===== config.mk =====
export PLATFORM = sky130hd
export DESIGN_NAME = bus_cycle_arbiter_flat
export DESIGN_NICKNAME = d
export VERILOG_FILES = /design/src/rtl/pa_cpu_pkg.sv /design/src/rtl/bus_cycle_arbiter_if.sv /design/src/rtl/bus_cycle_arbiter.sv /design/src/flat_wrapper.sv
export SDC_FILE = /design/constraint.sdc
export NUM_CORES = 1
export LEC_CHECK = 0
export ABC_AREA = 1
export CAP_MARGIN = 0
export CORE_UTILIZATION = 35
export CTS_BUF_LIST = sky130_fd_sc_hd__clkbuf_8
export DETAILED_ROUTE_END_ITERATION = 6
export GPL_ROUTABILITY_DRIVEN = 0
export PLACE_DENSITY_LB_ADDON = 0.05
export SYNTH_ARGS = -nofsm -noshare
export SYNTH_HDL_FRONTEND = slang
export SYNTH_SLANG_ARGS = --single-unit

===== constraint.sdc =====
create_clock -name clk -period 1.9 [get_ports clk]
set_clock_uncertainty 0.15 [all_clocks]
set_input_delay 0.38 -clock clk [delete_from_list [all_inputs] [get_ports clk]]
set_output_delay 0.38 -clock clk [all_outputs]
set_load 0.05 [all_outputs]

===== src/rtl/pa_cpu_pkg.sv =====
// Shared types for the CPU/DMA bus cycle arbiter: bus widths, FSM states,
// owner encoding and the latched command payload.
package pa_cpu;

  localparam int unsigned ADDR_W = 22;
  localparam int unsigned DATA_W = 8;
  localparam int unsigned CNT_W  = 4;

  typedef enum logic [1:0] {
    ST_IDLE   = 2'd0,
    ST_SETUP  = 2'd1,
    ST_STROBE = 2'd2,
    ST_HOLD   = 2'd3
  } bus_state_t;

  typedef enum logic {
    OWNER_CPU = 1'b0,
    OWNER_DMA = 1'b1
  } owner_t;

  typedef struct packed {
    logic              wr;
    logic              mem_io;
    logic [ADDR_W-1:0] addr;
    logic [DATA_W-1:0] wdata;
  } bus_cmd_t;

  // Round-robin pick: on a tie the requester that did not own the last cycle wins.
  function automatic owner_t pick_owner(input logic cpu_req, input logic dma_req,
                                        input owner_t last_owner);
    if (cpu_req && dma_req) begin
      return (last_owner == OWNER_CPU) ? OWNER_DMA : OWNER_CPU;
    end else if (dma_req) begin
      return OWNER_DMA;
    end
    return OWNER_CPU;
  endfunction

endpackage


===== src/rtl/bus_cycle_arbiter_if.sv =====
// Requester and external bus signals of the bus cycle arbiter.
// master: the arbiter itself; slave: the requesters / external bus model.
interface bus_cycle_arbiter_if;
  import pa_cpu::*;

  logic              cpu_req;
  logic              cpu_wr;
  logic              cpu_mem_io;
  logic [ADDR_W-1:0] cpu_addr;
  logic [DATA_W-1:0] cpu_wdata;
  logic              dma_req;
  logic              dma_wr;
  logic              dma_mem_io;
  logic [ADDR_W-1:0] dma_addr;
  logic [DATA_W-1:0] dma_wdata;
  logic              pin_wait;
  logic [DATA_W-1:0] data_in;

  logic [ADDR_W-1:0] address_bus;
  logic              mem_io;
  logic              rd_n;
  logic              wr_n;
  logic [DATA_W-1:0] data_out;
  logic              data_oe;
  logic              cpu_done;
  logic              dma_done;
  logic [DATA_W-1:0] rdata;
  logic              dma_gnt;
  logic              busy;

  modport master (
    input  cpu_req, cpu_wr, cpu_mem_io, cpu_addr, cpu_wdata,
    input  dma_req, dma_wr, dma_mem_io, dma_addr, dma_wdata,
    input  pin_wait, data_in,
    output address_bus, mem_io, rd_n, wr_n, data_out, data_oe,
    output cpu_done, dma_done, rdata, dma_gnt, busy
  );

  modport slave (
    output cpu_req, cpu_wr, cpu_mem_io, cpu_addr, cpu_wdata,
    output dma_req, dma_wr, dma_mem_io, dma_addr, dma_wdata,
    output pin_wait, data_in,
    input  address_bus, mem_io, rd_n, wr_n, data_out, data_oe,
    input  cpu_done, dma_done, rdata, dma_gnt, busy
  );

endinterface


===== src/rtl/bus_cycle_arbiter.sv =====
// Two-requester (CPU/DMA) external bus cycle sequencer: IDLE -> SETUP ->
// STROBE (WAIT_CYCLES+1 minimum, stretched by pin_wait) -> HOLD, all outputs registered.
module bus_cycle_arbiter
  import pa_cpu::*;
#(
  parameter int unsigned WAIT_CYCLES = 1
) (
  input  logic                clk,
  input  logic                arst,
  bus_cycle_arbiter_if.master bus
);

  localparam logic [CNT_W-1:0] WAIT_LOAD = CNT_W'(WAIT_CYCLES);

  bus_state_t       r_state;
  owner_t           r_owner;
  owner_t           r_last_owner;
  logic             r_wr;
  logic [CNT_W-1:0] r_cnt;

  logic     w_any_req;
  owner_t   w_winner;
  bus_cmd_t w_cmd;

  assign w_any_req = bus.cpu_req | bus.dma_req;
  assign w_winner  = pick_owner(bus.cpu_req, bus.dma_req, r_last_owner);

  // Command of the requester that wins arbitration this cycle.
  always_comb begin
    w_cmd = '0;
    if (w_winner == OWNER_DMA) begin
      w_cmd = {bus.dma_wr, bus.dma_mem_io, bus.dma_addr, bus.dma_wdata};
    end else begin
      w_cmd = {bus.cpu_wr, bus.cpu_mem_io, bus.cpu_addr, bus.cpu_wdata};
    end
  end

  always_ff @(posedge clk or posedge arst) begin
    if (arst) begin
      r_state         <= ST_IDLE;
      r_owner         <= OWNER_CPU;
      r_last_owner    <= OWNER_DMA;
      r_wr            <= 1'b0;
      r_cnt           <= '0;
      bus.address_bus <= '0;
      bus.mem_io      <= 1'b1;
      bus.rd_n        <= 1'b1;
      bus.wr_n        <= 1'b1;
      bus.data_out    <= '0;
      bus.data_oe     <= 1'b0;
      bus.cpu_done    <= 1'b0;
      bus.dma_done    <= 1'b0;
      bus.rdata       <= '0;
      bus.dma_gnt     <= 1'b0;
      bus.busy        <= 1'b0;
    end else begin
      bus.cpu_done <= 1'b0;
      bus.dma_done <= 1'b0;
      case (r_state)
        ST_IDLE: begin
          if (w_any_req) begin
            r_state         <= ST_SETUP;
            r_owner         <= w_winner;
            r_wr            <= w_cmd.wr;
            bus.address_bus <= w_cmd.addr;
            bus.mem_io      <= w_cmd.mem_io;
            bus.data_out    <= w_cmd.wdata;
            bus.data_oe     <= w_cmd.wr;
            bus.dma_gnt     <= (w_winner == OWNER_DMA);
            bus.busy        <= 1'b1;
          end
        end
        ST_SETUP: begin
          r_state  <= ST_STROBE;
          r_cnt    <= WAIT_LOAD;
          bus.rd_n <= r_wr;
          bus.wr_n <= ~r_wr;
        end
        ST_STROBE: begin
          // Leave only once the programmed wait has elapsed and the pin releases.
          if ((r_cnt == '0) && !bus.pin_wait) begin
            r_state      <= ST_HOLD;
            bus.rd_n     <= 1'b1;
            bus.wr_n     <= 1'b1;
            r_last_owner <= r_owner;
            bus.cpu_done <= (r_owner == OWNER_CPU);
            bus.dma_done <= (r_owner == OWNER_DMA);
            if (!r_wr) begin
              bus.rdata <= bus.data_in;
            end
          end else if (r_cnt != '0) begin
            r_cnt <= r_cnt - CNT_W'(1);
          end
        end
        ST_HOLD: begin
          r_state     <= ST_IDLE;
          bus.data_oe <= 1'b0;
          bus.dma_gnt <= 1'b0;
          bus.busy    <= 1'b0;
        end
        default: begin
          r_state <= ST_IDLE;
        end
      endcase
    end
  end

endmodule


===== src/flat_wrapper.sv =====
// flat-port wrapper written by rule: the top's interface ports become plain ports
module bus_cycle_arbiter_flat import pa_cpu::*;
#(
  parameter int unsigned WAIT_CYCLES = 1
)
  (clk, arst, bus_cpu_req, bus_cpu_wr, bus_cpu_mem_io, bus_cpu_addr, bus_cpu_wdata, bus_dma_req, bus_dma_wr, bus_dma_mem_io, bus_dma_addr, bus_dma_wdata, bus_pin_wait, bus_data_in, bus_address_bus, bus_mem_io, bus_rd_n, bus_wr_n, bus_data_out, bus_data_oe, bus_cpu_done, bus_dma_done, bus_rdata, bus_dma_gnt, bus_busy);
  bus_cycle_arbiter_if bus_i ();
  input  logic clk;
  input  logic arst;
  input wire logic [$bits(bus_i.cpu_req)-1:0] bus_cpu_req;
  input wire logic [$bits(bus_i.cpu_wr)-1:0] bus_cpu_wr;
  input wire logic [$bits(bus_i.cpu_mem_io)-1:0] bus_cpu_mem_io;
  input wire logic [$bits(bus_i.cpu_addr)-1:0] bus_cpu_addr;
  input wire logic [$bits(bus_i.cpu_wdata)-1:0] bus_cpu_wdata;
  input wire logic [$bits(bus_i.dma_req)-1:0] bus_dma_req;
  input wire logic [$bits(bus_i.dma_wr)-1:0] bus_dma_wr;
  input wire logic [$bits(bus_i.dma_mem_io)-1:0] bus_dma_mem_io;
  input wire logic [$bits(bus_i.dma_addr)-1:0] bus_dma_addr;
  input wire logic [$bits(bus_i.dma_wdata)-1:0] bus_dma_wdata;
  input wire logic [$bits(bus_i.pin_wait)-1:0] bus_pin_wait;
  input wire logic [$bits(bus_i.data_in)-1:0] bus_data_in;
  output wire logic [$bits(bus_i.address_bus)-1:0] bus_address_bus;
  output wire logic [$bits(bus_i.mem_io)-1:0] bus_mem_io;
  output wire logic [$bits(bus_i.rd_n)-1:0] bus_rd_n;
  output wire logic [$bits(bus_i.wr_n)-1:0] bus_wr_n;
  output wire logic [$bits(bus_i.data_out)-1:0] bus_data_out;
  output wire logic [$bits(bus_i.data_oe)-1:0] bus_data_oe;
  output wire logic [$bits(bus_i.cpu_done)-1:0] bus_cpu_done;
  output wire logic [$bits(bus_i.dma_done)-1:0] bus_dma_done;
  output wire logic [$bits(bus_i.rdata)-1:0] bus_rdata;
  output wire logic [$bits(bus_i.dma_gnt)-1:0] bus_dma_gnt;
  output wire logic [$bits(bus_i.busy)-1:0] bus_busy;
  assign bus_i.cpu_req = bus_cpu_req;
  assign bus_i.cpu_wr = bus_cpu_wr;
  assign bus_i.cpu_mem_io = bus_cpu_mem_io;
  assign bus_i.cpu_addr = bus_cpu_addr;
  assign bus_i.cpu_wdata = bus_cpu_wdata;
  assign bus_i.dma_req = bus_dma_req;
  assign bus_i.dma_wr = bus_dma_wr;
  assign bus_i.dma_mem_io = bus_dma_mem_io;
  assign bus_i.dma_addr = bus_dma_addr;
  assign bus_i.dma_wdata = bus_dma_wdata;
  assign bus_i.pin_wait = bus_pin_wait;
  assign bus_i.data_in = bus_data_in;
  assign bus_address_bus = bus_i.address_bus;
  assign bus_mem_io = bus_i.mem_io;
  assign bus_rd_n = bus_i.rd_n;
  assign bus_wr_n = bus_i.wr_n;
  assign bus_data_out = bus_i.data_out;
  assign bus_data_oe = bus_i.data_oe;
  assign bus_cpu_done = bus_i.cpu_done;
  assign bus_dma_done = bus_i.dma_done;
  assign bus_rdata = bus_i.rdata;
  assign bus_dma_gnt = bus_i.dma_gnt;
  assign bus_busy = bus_i.busy;
  bus_cycle_arbiter #(.WAIT_CYCLES(WAIT_CYCLES)) u_core (.clk(clk), .arst(arst), .bus(bus_i));
endmodule

[Yosys cells after proc, flatten, opt, wreduce, memory -nomap -nowiden]
Index checks and enable logic that the tools add are counted.
Operators by class
  $add $sub $neg: 1
  equality and inequality tests: 7
  mux-type cells: 26
  bitwise operators: 3
  reductions and logical operators: 15
Operators by type and width (number)
  $mux 32: 1
  $mux 1: 14
  $pmux 1 s2: 5
  $reduce_and 2->1: 5
  $mux 4: 2
  $pmux 2 s4: 1
  $pmux 4 s2: 1
  $ne 2x1->1 const B: 3
  $reduce_and 3->1: 2
  $eq 2x2->1 const B: 2
  $logic_not 4->1: 1
  $mux 2: 2
  $reduce_bool 2->1: 2
  $reduce_bool 4->1: 1
  $sub 4x1->4 const B: 1
  $eq 2x1->1 const B: 1
  $logic_and 1x1->1: 2
  $logic_not 2->1: 1
  $ne 2x2->1 const B: 1
  $not 1->1: 2
  $logic_not 1->1: 1
  $or 1x1->1: 1
Word-level totals
  bits in registers: 55
  input bits: 77
  output and inout port bits: 46
  word-level logic and storage cells: 68

[Logic depth before layout (Yosys ltp)]
Gate-level depths: netlist of run 1.
  depth after elaboration: 6
  gate-level depth with buffers: 8

[Least setup slack after synthesis of run 1]
Ideal clock, no wire load.
  kind: reg-to-reg
  start: reg u_core.r_state[0]
  end: reg u_core.bus.address_bus[0]
  library setup time: 0.124 ns
  data arrival time: 1.253 ns
  required time: 1.626 ns
  path slack: 0.373 ns
  cell stages (with the launch flop): 9
  buffers on the path: 1
  path through: dfrtp_1 > inv_1 > ha_1 > inv_2 > a21oi_4 > inv_2 > buf_6 > nand2_1 > nand2_1
On the way
  word-level cells in the longest chain between the ends: 2
Ends and longest elaborated chain
  start: declaration: RTL line bus_cycle_arbiter.sv:15  | bus_state_t r_state;
  start signal: assignment: RTL line bus_cycle_arbiter.sv:40  | r_state <= ST_IDLE;
  start signal: assignment: RTL line bus_cycle_arbiter.sv:62  | r_state <= ST_SETUP;
  start signal: assignment: RTL line bus_cycle_arbiter.sv:74  | r_state <= ST_STROBE;
  $logic_not 2->1: RTL line bus_cycle_arbiter.sv:59  | case (r_state)
  $reduce_and 2->1 (no line)
  end signal: assignment: RTL line bus_cycle_arbiter.sv:65  | bus.address_bus <= w_cmd.addr;
  end: declaration: RTL line bus_cycle_arbiter_if.sv:35  | output address_bus, mem_io, rd_n, wr_n, data_out, data_oe,
Every way passes these cells.
A chain may end at the register's enable or synchronous reset.

[Worst setup path after layout of run 1]
  start: reg u_core.r_state[1]
  end: reg u_core.bus.address_bus[5]
Same word-level chain as after synthesis.

==> results.toml, run 1 <==
[floorplan]
die_height_um = 90.1
core_region_area_um2 = 7370
initial_core_util_pct = 36.9
num_io_pins = 123
chipWidth_um = 90.1
die_area_um2 = 8120
number_of_placement_rows = 31

[pwr]
p_sw_mw = 3.68
seq_power_share_pct = 30.0
comb_power_share_pct = 60.8
power.clock.fraction_pct = 9.2
worst_ir_drop_on_vdd_mv = 0.797
swShare_pct = 51.4
power-per-cell-area_nw_per_um2 = 1750
leakage_nw = 2.12
cell_internal_pwr_mw = 3.47

[setup_path]
worst_path_dominant_cell_family = "buffers and inverters"
crit_buf_inv = 3
max_stage_delay_ps = 430
timing.critical_path.to_type = "register"
worstPathArrival_ps = 1850
path_class = "register to register"
worst_path_max_delay_cell = "sky130_fd_sc_hd__dfrtp_1"
timing.critical_path.from_type = "register"
worstPathCellList = "inv_1 > ha_1 > inv_2 > a21oi_4 > buf_4 > o211ai_1 > nand2_1"
timing.critical_path.fanout_max = 23
required_ps = 2000

[detailed_routing]
post_drt_wl_per_cell_um = 11.6
detailedRoute.firstIterationViolations = 115
via_count_of_the_routed_design = 2420
drtAntennaViolNets = 0
totalWireLength_um = 6440
via_per_inst = 4.36
drc = 0
firstDrtPassIters = 4

[clocking]
worst_skew_pair.late_latency_ps = 310
ctsRootBufferMaster = "sky130_fd_sc_hd__clkbuf_8"
htree_levels = 2
cts_tree = "built"
postCtsHoldBufs = 0
cts-root-to-sink-buffers = 2
cts_num_sinks = 55
cts_inserted_buffers = 5
path_clk_slew_ps = 100

[sta]
setup_viol = 0
slew_headroom_pct = 74.0
timing_worst_slew_pin_value_ps = 386
final-hold-violation-count = 0
min_period_over_period_pct = 92.1
maxClockFrequency_mhz = 572
fin_setup_tns_ps = 0
timing.hold.ws_ps = 277
report.final.slew_viol_count = 0
finalWorstPathRequiredPeriod_ps = 1750
rsz0062_at_grt = "false"

[synthesis]
syn-instance-count = 332
yosys_most_used_dff = "sky130_fd_sc_hd__dfrtp_1"
yosysWarnings = 0
share_of_the_yosys_chip_area_belonging_to_registers_pct = 50.8
synth-compound-area-share_pct = 11.6
synth_async_sr_flop_share_pct = 100
synth.area.mux_share_pct = 0
synth_adder_area_share_pct = 2.76
ys_ff_latch = 55
synth_simple_gate_area_share_pct = 24.7
synth-edff-count = 0
synthesis.area_um2 = 2720
synth.net_count = 415
yosys.area_share.xor_xnor_pct = 0.322
post_synth_num_cell_types = 20
synth_top_area_cell = "sky130_fd_sc_hd__dfrtp_1"
synthDominantCellAreaShare_pct = 47.0
biggest_area_contributors_in_the_synthesized_netlist = "sky130_fd_sc_hd__dfrtp_1 (47%), sky130_fd_sc_hd__nand2_1 (20%), sky130_fd_sc_hd__o211ai_1 (8.6%), sky130_fd_sc_hd__inv_1 (5.9%), sky130_fd_sc_hd__dfstp_2 (3.9%)"
post_synthesis_average_cell_area_um2 = 8.19
main_combinational_cell_family_by_area_after_synthesis = "simple AND/OR/NAND/NOR gates"

[status]
outcome = "completed"

[global_route]
global_route_wire_length_before_repair_um = 11300
grt_max_degree = 56
grt-ovfl-total = 0
number_of_global_route_vias_before_repair = 2488
grt_antenna_before_repair = 0
grt_use_total_pct = 17.1

[placement]
io_buffer_count = 122
post-dp-hpwl_um = 4780
dp.cells = 547
detailed_place.area_um2 = 4000

[finish]
insertedDiodeCount = 0
nNetsFinal = 538
layout-drive-gt1-share_pct = 16.9
layout-area-overhead-vs-synth_pct = 50.6
filler_cell_count = 711
stdcell_area_um2 = 4090
fin_cells = 555

[run]
max_cap_viol_count = 0

[worst_hold_path]
timing.hold.worst.class = "primary input to async pin"
## layout make-up
| cell class | instances | area (um^2) | area share (%) |
|---|---|---|---|
| tap | 99 | 124 | 3.03 |
| sequential | 55 | 1380 | 33.8 |
| multi-input combinational | 217 | 1070 | 26.1 |
| timing repair buffer | 129 | 1250 | 30.5 |
| inverter | 47 | 179 | 4.37 |
| clock buffer | 5 | 68.8 | 1.68 |
| clock inverter | 3 | 23.8 | 0.581 |
## path summary, 6_finish.rpt
kind,from,end,slack [ps],cells after the start
setup / recovery,u_core.r_state[1]$_DFFE_PP0P_,u_core.bus.address_bus[5]$_DFFE_PP0P_,150,7
hold / removal,arst,u_core.bus.data_out[5]$_DFFE_PP0P_,280,3
setup reg to reg,u_core.r_state[1]$_DFFE_PP0P_,u_core.bus.address_bus[5]$_DFFE_PP0P_,150,7
hold reg to reg,u_core.r_owner$_DFFE_PP0P_,u_core.bus.cpu_done$_DFF_PP0_,280,1
max in group asynchronous,arst,u_core.bus.mem_io$_DFFE_PP1P_,1020,3
min in group clk,u_core.r_owner$_DFFE_PP0P_,u_core.bus.cpu_done$_DFF_PP0_,280,1
## through the flow
| stage | worst slack, ps | total power, mW | util (%) |
|---|---|---|---|
| after global placement | -12.4 | 6.51 | 54.2 |
| after CTS | 71.7 | 7.24 | 55.5 |
| after global routing | 4.81 | 7.66 | 55.5 |
| after floorplan | 33.7 | 5.14 | - |
| after detailed placement | -43.7 | 6.56 | 54.2 |
| final | 150 | 7.15 | 55.5 |
## cells by family (layout without fill, tap and decap cells)
kind of cell | count (synthesis) | after routing
buf+inv | 60 | 184
xor+xnor | 1 | 1
fa+ha+maj | 6 | 6
simple gates | 165 | 165
flops | 55 | 55
compound gates | 45 | 45
## cell usage in the layout, fill, tap and decap left out, types with 6 or more instances in the layout
cell type	count
sky130_fd_sc_hd__buf_12	7
sky130_fd_sc_hd__buf_4	46
sky130_fd_sc_hd__clkdlybuf4s50_1	76
sky130_fd_sc_hd__dfrtp_1	51
sky130_fd_sc_hd__ha_1	6
sky130_fd_sc_hd__inv_1	42
sky130_fd_sc_hd__nand2_1	145
sky130_fd_sc_hd__nand3_1	9
sky130_fd_sc_hd__o211ai_1	31
sky130_fd_sc_hd__o21ai_0	11
## power by group through the flow
stage	combinational, mW	sequential [mW]	clock [mW]
6_report	4.35	2.14	0.661
5_1_grt	4.70	2.22	0.738
4_1_cts	4.40	2.15	0.690
3_5_place_dp	4.40	2.16	0
3_3_place_gp	4.35	2.16	0
2_1_floorplan	1.41	3.73	0
## worst min-delay path: cells and delay by family
family	cells	cell delay [ps]
buffers and inverters	3	750
## registers in the layout (all words and copies together) (netlist names), 2 cells and up
name and cells:
u_core.bus.address_bus 22, u_core.bus.data_out 8, u_core.bus.rdata 8, u_core.r_cnt 4, u_core.r_state 2
## timing repair
item,in CTS,in global routing
setup buffers,0,0
endpoints found under the setup margin,0,8
gates resized for setup,0,2
## synth_stat cells (2+ instances only)
cell	count
sky130_fd_sc_hd__nor2_1	5
sky130_fd_sc_hd__nand2_2	2
sky130_fd_sc_hd__dfrtp_1	51
sky130_fd_sc_hd__o211ai_1	31
sky130_fd_sc_hd__nand3_1	9
sky130_fd_sc_hd__nand2_1	145
sky130_fd_sc_hd__a21oi_1	2
sky130_fd_sc_hd__ha_1	6
sky130_fd_sc_hd__buf_2	7
sky130_fd_sc_hd__buf_6	3
sky130_fd_sc_hd__inv_2	4
sky130_fd_sc_hd__buf_4	3
sky130_fd_sc_hd__nor2_4	2
sky130_fd_sc_hd__dfstp_2	4
sky130_fd_sc_hd__o21ai_0	11
sky130_fd_sc_hd__inv_1	43
## metal layers
metal	global-route usage [%]	vias to the layer above	part of all wire [%]	routed length [um]
met5	0	-	0	0
met4	4.44	0	1.1	68
met3	5.33	6	8.1	519
met2	29.5	77	47	3040
met1	20.7	1063	44	2820
li1	-	1274	-	-
Power figures use the tool's default switching activity.
==> inputs of run 2 (changes only) <==
==> constraint.sdc (replaced) <==
create_clock -name clk -period 2.1 [get_ports clk]
set_clock_uncertainty 0.15 [all_clocks]
set_input_delay 0.42 -clock clk [delete_from_list [all_inputs] [get_ports clk]]
set_output_delay 0.42 -clock clk [all_outputs]
set_load 0.05 [all_outputs]
==> results.toml, run 2 (synthesis results as in run 1) <==
[finish]
number_of_flip_flops_in_the_largest_register = 22
layout_common_cells = "sky130_fd_sc_hd__nand2_1 (145), sky130_fd_sc_hd__clkdlybuf4s50_1 (88), sky130_fd_sc_hd__dfrtp_1 (51), sky130_fd_sc_hd__inv_1 (42), sky130_fd_sc_hd__o211ai_1 (31)"
insertedDiodeCount = 0
most_common_cell_after_layout_fill_and_taps_aside = "sky130_fd_sc_hd__nand2_1"
regMostFlops = "u_core.bus.address_bus"
layout-area-overhead-vs-synth_pct = 53.2
layout-drive-gt1-share_pct = 10.7
filler_cell_count = 703
stdcell_area_um2 = 4160
nNetsFinal = 538
largest_registers = "u_core.bus.address_bus x22, u_core.bus.data_out x8, u_core.bus.rdata x8"

[setup_path]
timing.critical_path.from_type = "register"
worstSetupPathDepth = 1
worst_path_dominant_cell_family = "buffers and inverters"
path_class = "register to output pin"
critical_path.reg2reg.endpoint = "u_core.bus.data_oe$_DFFE_PP0P_"
required_ps = 1530
worst_path_max_delay_cell = "sky130_fd_sc_hd__clkdlybuf4s50_1"
timing.critical_path.from = "u_core.bus.address_bus[14]$_DFFE_PP0P_"
cp-endpoint = "bus_address_bus[14]"
timing.critical_path.fanout_max = 2
max_stage_delay_ps = 810
worst-r2r-setup-slack_ps = 310
timing.critical_path.to_type = "output pin"
crit_buf_inv = 1
rr_startpoint = "u_core.r_state[0]$_DFFE_PP0P_"
worstPathCellList = "clkdlybuf4s50_1"
worstPathArrival_ps = 1500
timing.reg2reg.worst_path_depth = 8

[floorplan]
chipWidth_um = 90.1
initial_core_util_pct = 36.9
num_io_pins = 123
die_area_um2 = 8120
core_region_area_um2 = 7370
die_height_um = 90.1
number_of_placement_rows = 31

[clocking]
cts_tree = "built"
path_clk_slew_ps = 100
cts-root-to-sink-buffers = 2
post_cts.repair.setup_buffers = 0
cts_inserted_buffers = 5
htree_levels = 2
postCtsHoldBufs = 0
ctsRootBufferMaster = "sky130_fd_sc_hd__clkbuf_8"
cts_num_sinks = 55
worst_skew_pair.late_latency_ps = 300

[sta]
slew_headroom_pct = 62.0
rsz0062_at_grt = "false"
fin_setup_tns_ps = 0
final-hold-violation-count = 0
timing_worst_slew_pin_value_ps = 570
setup_viol = 0
report.final.slew_viol_count = 0
finalWorstPathRequiredPeriod_ps = 2070
maxClockFrequency_mhz = 483
min_period_over_period_pct = 98.5

[global_route]
grt_antenna_before_repair = 0
grt_max_degree = 37
number_of_global_route_vias_before_repair = 2499
grt_use_total_pct = 17.4
grt-ovfl-total = 0
global_route_wire_length_before_repair_um = 11400

[placement]
detailed_place.area_um2 = 4030
post-dp-hpwl_um = 4930
io_buffer_count = 122

[detailed_routing]
drc = 0
drtAntennaViolNets = 0
wl_met1_um = 2790
via_count_of_the_routed_design = 2467
firstDrtPassIters = 4
post_drt_wl_per_cell_um = 11.7
dr_wl_met2_um = 3090
totalWireLength_um = 6510
max_layer_used = "met4"
met3RoutedLength_um = 584
detailedRoute.firstIterationViolations = 128
via_per_inst = 4.45

[status]
outcome = "completed"

[pwr]
worst_ir_drop_on_vdd_mv = 0.766
leakage_nw = 2.26
power-per-cell-area_nw_per_um2 = 1540

[worst_hold_path]
timing.hold.worst.class = "primary input to async pin"

[run]
max_cap_viol_count = 0
==> run 2: cell count changes in the layout (fill, tap and decap cells not counted), moves of 2 or more <==
cell / before / now
sky130_fd_sc_hd__buf_4: 46 / 21
sky130_fd_sc_hd__dlymetal6s2s_1: 0 / 16
sky130_fd_sc_hd__clkdlybuf4s50_1: 76 / 88
sky130_fd_sc_hd__buf_12: 7 / 4
sky130_fd_sc_hd__clkinv_4: 0 / 2
==> run 2: layer usage <==
layer	vias to the layer above	track usage, %
met2	84	29.6
met3	5	6.85
met5	-	0
li1	1281	-
met1	1097	20.7
met4	0	3.63
==> run 2: worst reg2reg max path: cells and delay by family, from the launching register on <==
family	cells	cell delay [ps]
adders and majority gates	1	260
and+or+nand+nor	3	220
DFF	1	420
AOI/OAI and AO/OA	1	40
buffers and inverters	3	600
==> run 2: what timing repair did <==
action	4_1_cts	5_1_grt
setup endpoints to repair	0	16
resized for setup	0	16
endpoints found under the hold margin	0	0
==> run 2: worst min path at each step <==
stage / startpoint / endpoint / slack, ps / depth (start not counted)
2_1_floorplan: u_core.r_owner$_DFFE_PP0P_ / u_core.bus.cpu_done$_DFF_PP0_ / 250 / 1
3_3_place_gp: u_core.r_owner$_DFFE_PP0P_ / u_core.bus.cpu_done$_DFF_PP0_ / 260 / 1
3_5_place_dp: u_core.r_owner$_DFFE_PP0P_ / u_core.bus.cpu_done$_DFF_PP0_ / 260 / 1
4_1_cts: arst / u_core.bus.rdata[2]$_DFFE_PP0P_ / 220 / 2
5_1_grt: arst / u_core.bus.rdata[3]$_DFFE_PP0P_ / 220 / 2
6_report: arst / u_core.bus.rdata[3]$_DFFE_PP0P_ / 210 / 2
==> run 2: cell type report <==
cell class	count	area (um^2)	area share, %
Clock inverter	3	25.0	0.601
Inverter	47	176	4.24
Sequential cell	55	1380	33.2
Tap cell	99	124	2.98
Timing Repair Buffer	129	1320	31.7
Clock buffer	5	68.8	1.65
Multi-Input combinational cell	217	1070	25.7
==> run 2: report_power, final <==
group	leakage (nW)	total (mW)	switching (mW)	internal (mW)
clock network	0.0443	0.592	0.353	0.239
logic	1.54	3.91	2.63	1.28
registers	0.674	1.91	0.312	1.60
==> run 2: per-stage QoR <==
step           cells  utilization, %  setup WS (ps)  power [mW]  hold slack [ps]
2_1_floorplan    332               -            194        4.65              253
3_3_place_gp     547            54.7            133        5.87              260
3_5_place_dp     547            54.7            111        5.91              261
4_1_cts          555            55.9           16.5        6.52              218
5_1_grt          555            56.5         0.0810        6.92              216
6_report         555            56.5           31.5        6.41              214
==> inputs of run 3 (changes only) <==
--- a/config.mk
+++ b/config.mk
@@ -7,6 +7,7 @@
 export LEC_CHECK = 0
 export ABC_AREA = 1
 export CAP_MARGIN = 0
+export CORE_ASPECT_RATIO = 0.5
 export CORE_UTILIZATION = 35
 export CTS_BUF_LIST = sky130_fd_sc_hd__clkbuf_8
 export DETAILED_ROUTE_END_ITERATION = 6
==> results.toml, run 3 (synthesis results as in run 1) <==
[status]
outcome = "completed"

[floorplan]
die_height_um = 64.3
chipWidth_um = 127
num_io_pins = 123
die_area_um2 = 8140
initial_core_util_pct = 36.6
number_of_placement_rows = 22
core_region_area_um2 = 7430

[sta]
report.final.slew_viol_count = 0
maxClockFrequency_mhz = 485
min_period_over_period_pct = 98.2
final-hold-violation-count = 0
finalWorstPathRequiredPeriod_ps = 2060
setup_viol = 0
slew_headroom_pct = 62.8
rsz0062_at_grt = "false"
timing.hold.ws_ps = 290
fin_setup_tns_ps = 0
setup_slack_ps = 38.3
timing_worst_slew_pin_value_ps = 557

[finish]
largest_registers = "u_core.bus.address_bus x22, u_core.bus.data_out x8, u_core.bus.rdata x8"
insertedDiodeCount = 0
layout.core_utilization_pct = 56.1
filler_cell_count = 685
layout_common_cells = "sky130_fd_sc_hd__nand2_1 (145), sky130_fd_sc_hd__clkdlybuf4s50_1 (92), sky130_fd_sc_hd__dfrtp_1 (51), sky130_fd_sc_hd__inv_1 (43), sky130_fd_sc_hd__o211ai_1 (31)"
number_of_flip_flops_in_the_largest_register = 22
final-seq-area_um2 = 1380
nNetsFinal = 536
regMostFlops = "u_core.bus.address_bus"
multi_input_comb_area_um2 = 1070
most_common_cell_after_layout_fill_and_taps_aside = "sky130_fd_sc_hd__nand2_1"
layout-drive-gt1-share_pct = 8.15
layout-area-overhead-vs-synth_pct = 53.5
stdcell_area_um2 = 4170
fin_cells = 550

[setup_path]
required_ps = 1530
worstSetupPathDepth = 1
timing.critical_path.from_type = "register"
worst_path_max_delay_cell = "sky130_fd_sc_hd__clkdlybuf4s50_1"
crit_buf_inv = 1
worstPathCellList = "clkdlybuf4s50_1"
timing.critical_path.fanout_max = 2
worst_path_dominant_cell_family = "buffers and inverters"
timing.reg2reg.worst_path_depth = 8
max_stage_delay_ps = 810
worstPathArrival_ps = 1490
timing.critical_path.to_type = "output pin"
path_class = "register to output pin"

[placement]
io_buffer_count = 122
dp.cells = 542
detailed_place.area_um2 = 4020
post-dp-hpwl_um = 4880
preCtsSetupSlack_ps = 122

[global_route]
grt-ovfl-total = 0
global_route_wire_length_before_repair_um = 11200
grt_use_total_pct = 17.5
grt_antenna_before_repair = 0
number_of_global_route_vias_before_repair = 2491
grt_max_degree = 56

[detailed_routing]
via_count_of_the_routed_design = 2429
post_drt_wl_per_cell_um = 11.7
drtAntennaViolNets = 0
firstDrtPassIters = 4
via_per_inst = 4.42
totalWireLength_um = 6410
drc = 0
detailedRoute.firstIterationViolations = 74

[clocking]
htree_levels = 2
postCtsHoldBufs = 0
cts_tree = "built"
post_cts.repair.setup_buffers = 0
worst_skew_pair.late_latency_ps = 310
ctsResizeCount = 0
ctsRootBufferMaster = "sky130_fd_sc_hd__clkbuf_8"
cts_inserted_buffers = 5
cts-root-to-sink-buffers = 2
cts_num_sinks = 55
path_clk_slew_ps = 90

[pwr]
worst_ir_drop_on_vdd_mv = 0.566
power-per-cell-area_nw_per_um2 = 1550
leakage_nw = 2.30
total_power_of_the_final_layout_mw = 6.47

[run]
max_cap_viol_count = 0

[worst_hold_path]
timing.hold.worst.class = "register to register"
hold_path_stages = 1
## run 3: changes by cell type in the layout (fill, tap and decap cells not counted), sizes merged
cell / delta
buf: -11
dlymetal6s2s: +5
inv: +1
clkinvlp: -1
clkinv: -2
clkdlybuf4s50: +4
clkbuf: +2
## run 3: final timing paths
check	startpoint	endpoint	slack (ps)
min in group asynchronous	arst	u_core.bus.address_bus[21]$_DFFE_PP0P_	330
min reg2reg	u_core.r_owner$_DFFE_PP0P_	u_core.bus.cpu_done$_DFF_PP0_	290
max reg2reg	u_core.r_state[0]$_DFFE_PP0P_	u_core.bus.data_oe$_DFFE_PP0P_	310
max	u_core.bus.address_bus[7]$_DFFE_PP0P_	bus_address_bus[7]	40
min	u_core.r_owner$_DFFE_PP0P_	u_core.bus.cpu_done$_DFF_PP0_	290
max in group asynchronous	arst	u_core.bus.rd_n$_DFFE_PP1P_	1170
## run 3: final cells by class
class,instances,area share [%]
Sequential cell,55,33.1
Timing Repair Buffer,127,31.8
Multi-Input combinational cell,217,25.6
Inverter,47,4.23
Clock buffer,7,2.31
Clock inverter,1,0.0900
Tap cell,96,2.88
## run 3: worst reg2reg max path: stages (launching register included)
cell	delay (ps)
sky130_fd_sc_hd__dfrtp_1	410
sky130_fd_sc_hd__inv_1	100
sky130_fd_sc_hd__ha_1	260
sky130_fd_sc_hd__inv_2	80
sky130_fd_sc_hd__a21oi_4	40
sky130_fd_sc_hd__inv_2	410
sky130_fd_sc_hd__nor2_1	100
sky130_fd_sc_hd__nand2_1	90
sky130_fd_sc_hd__nand2_1	50
## run 3: per-layer routing
layer  vias to the layer above  track usage, %  part of all wire (%)
li1                       1275               -                     -
met1                      1081            19.9                    43
met2                        66            32.1                    49
met3                         7            5.70                   6.6
met4                         0            4.07                  0.89
met5                         -               0                     0
## run 3: power by group
part,switching [mW],internal (mW)
registers,0.314,1.60
logic,2.63,1.30
clock network,0.329,0.297
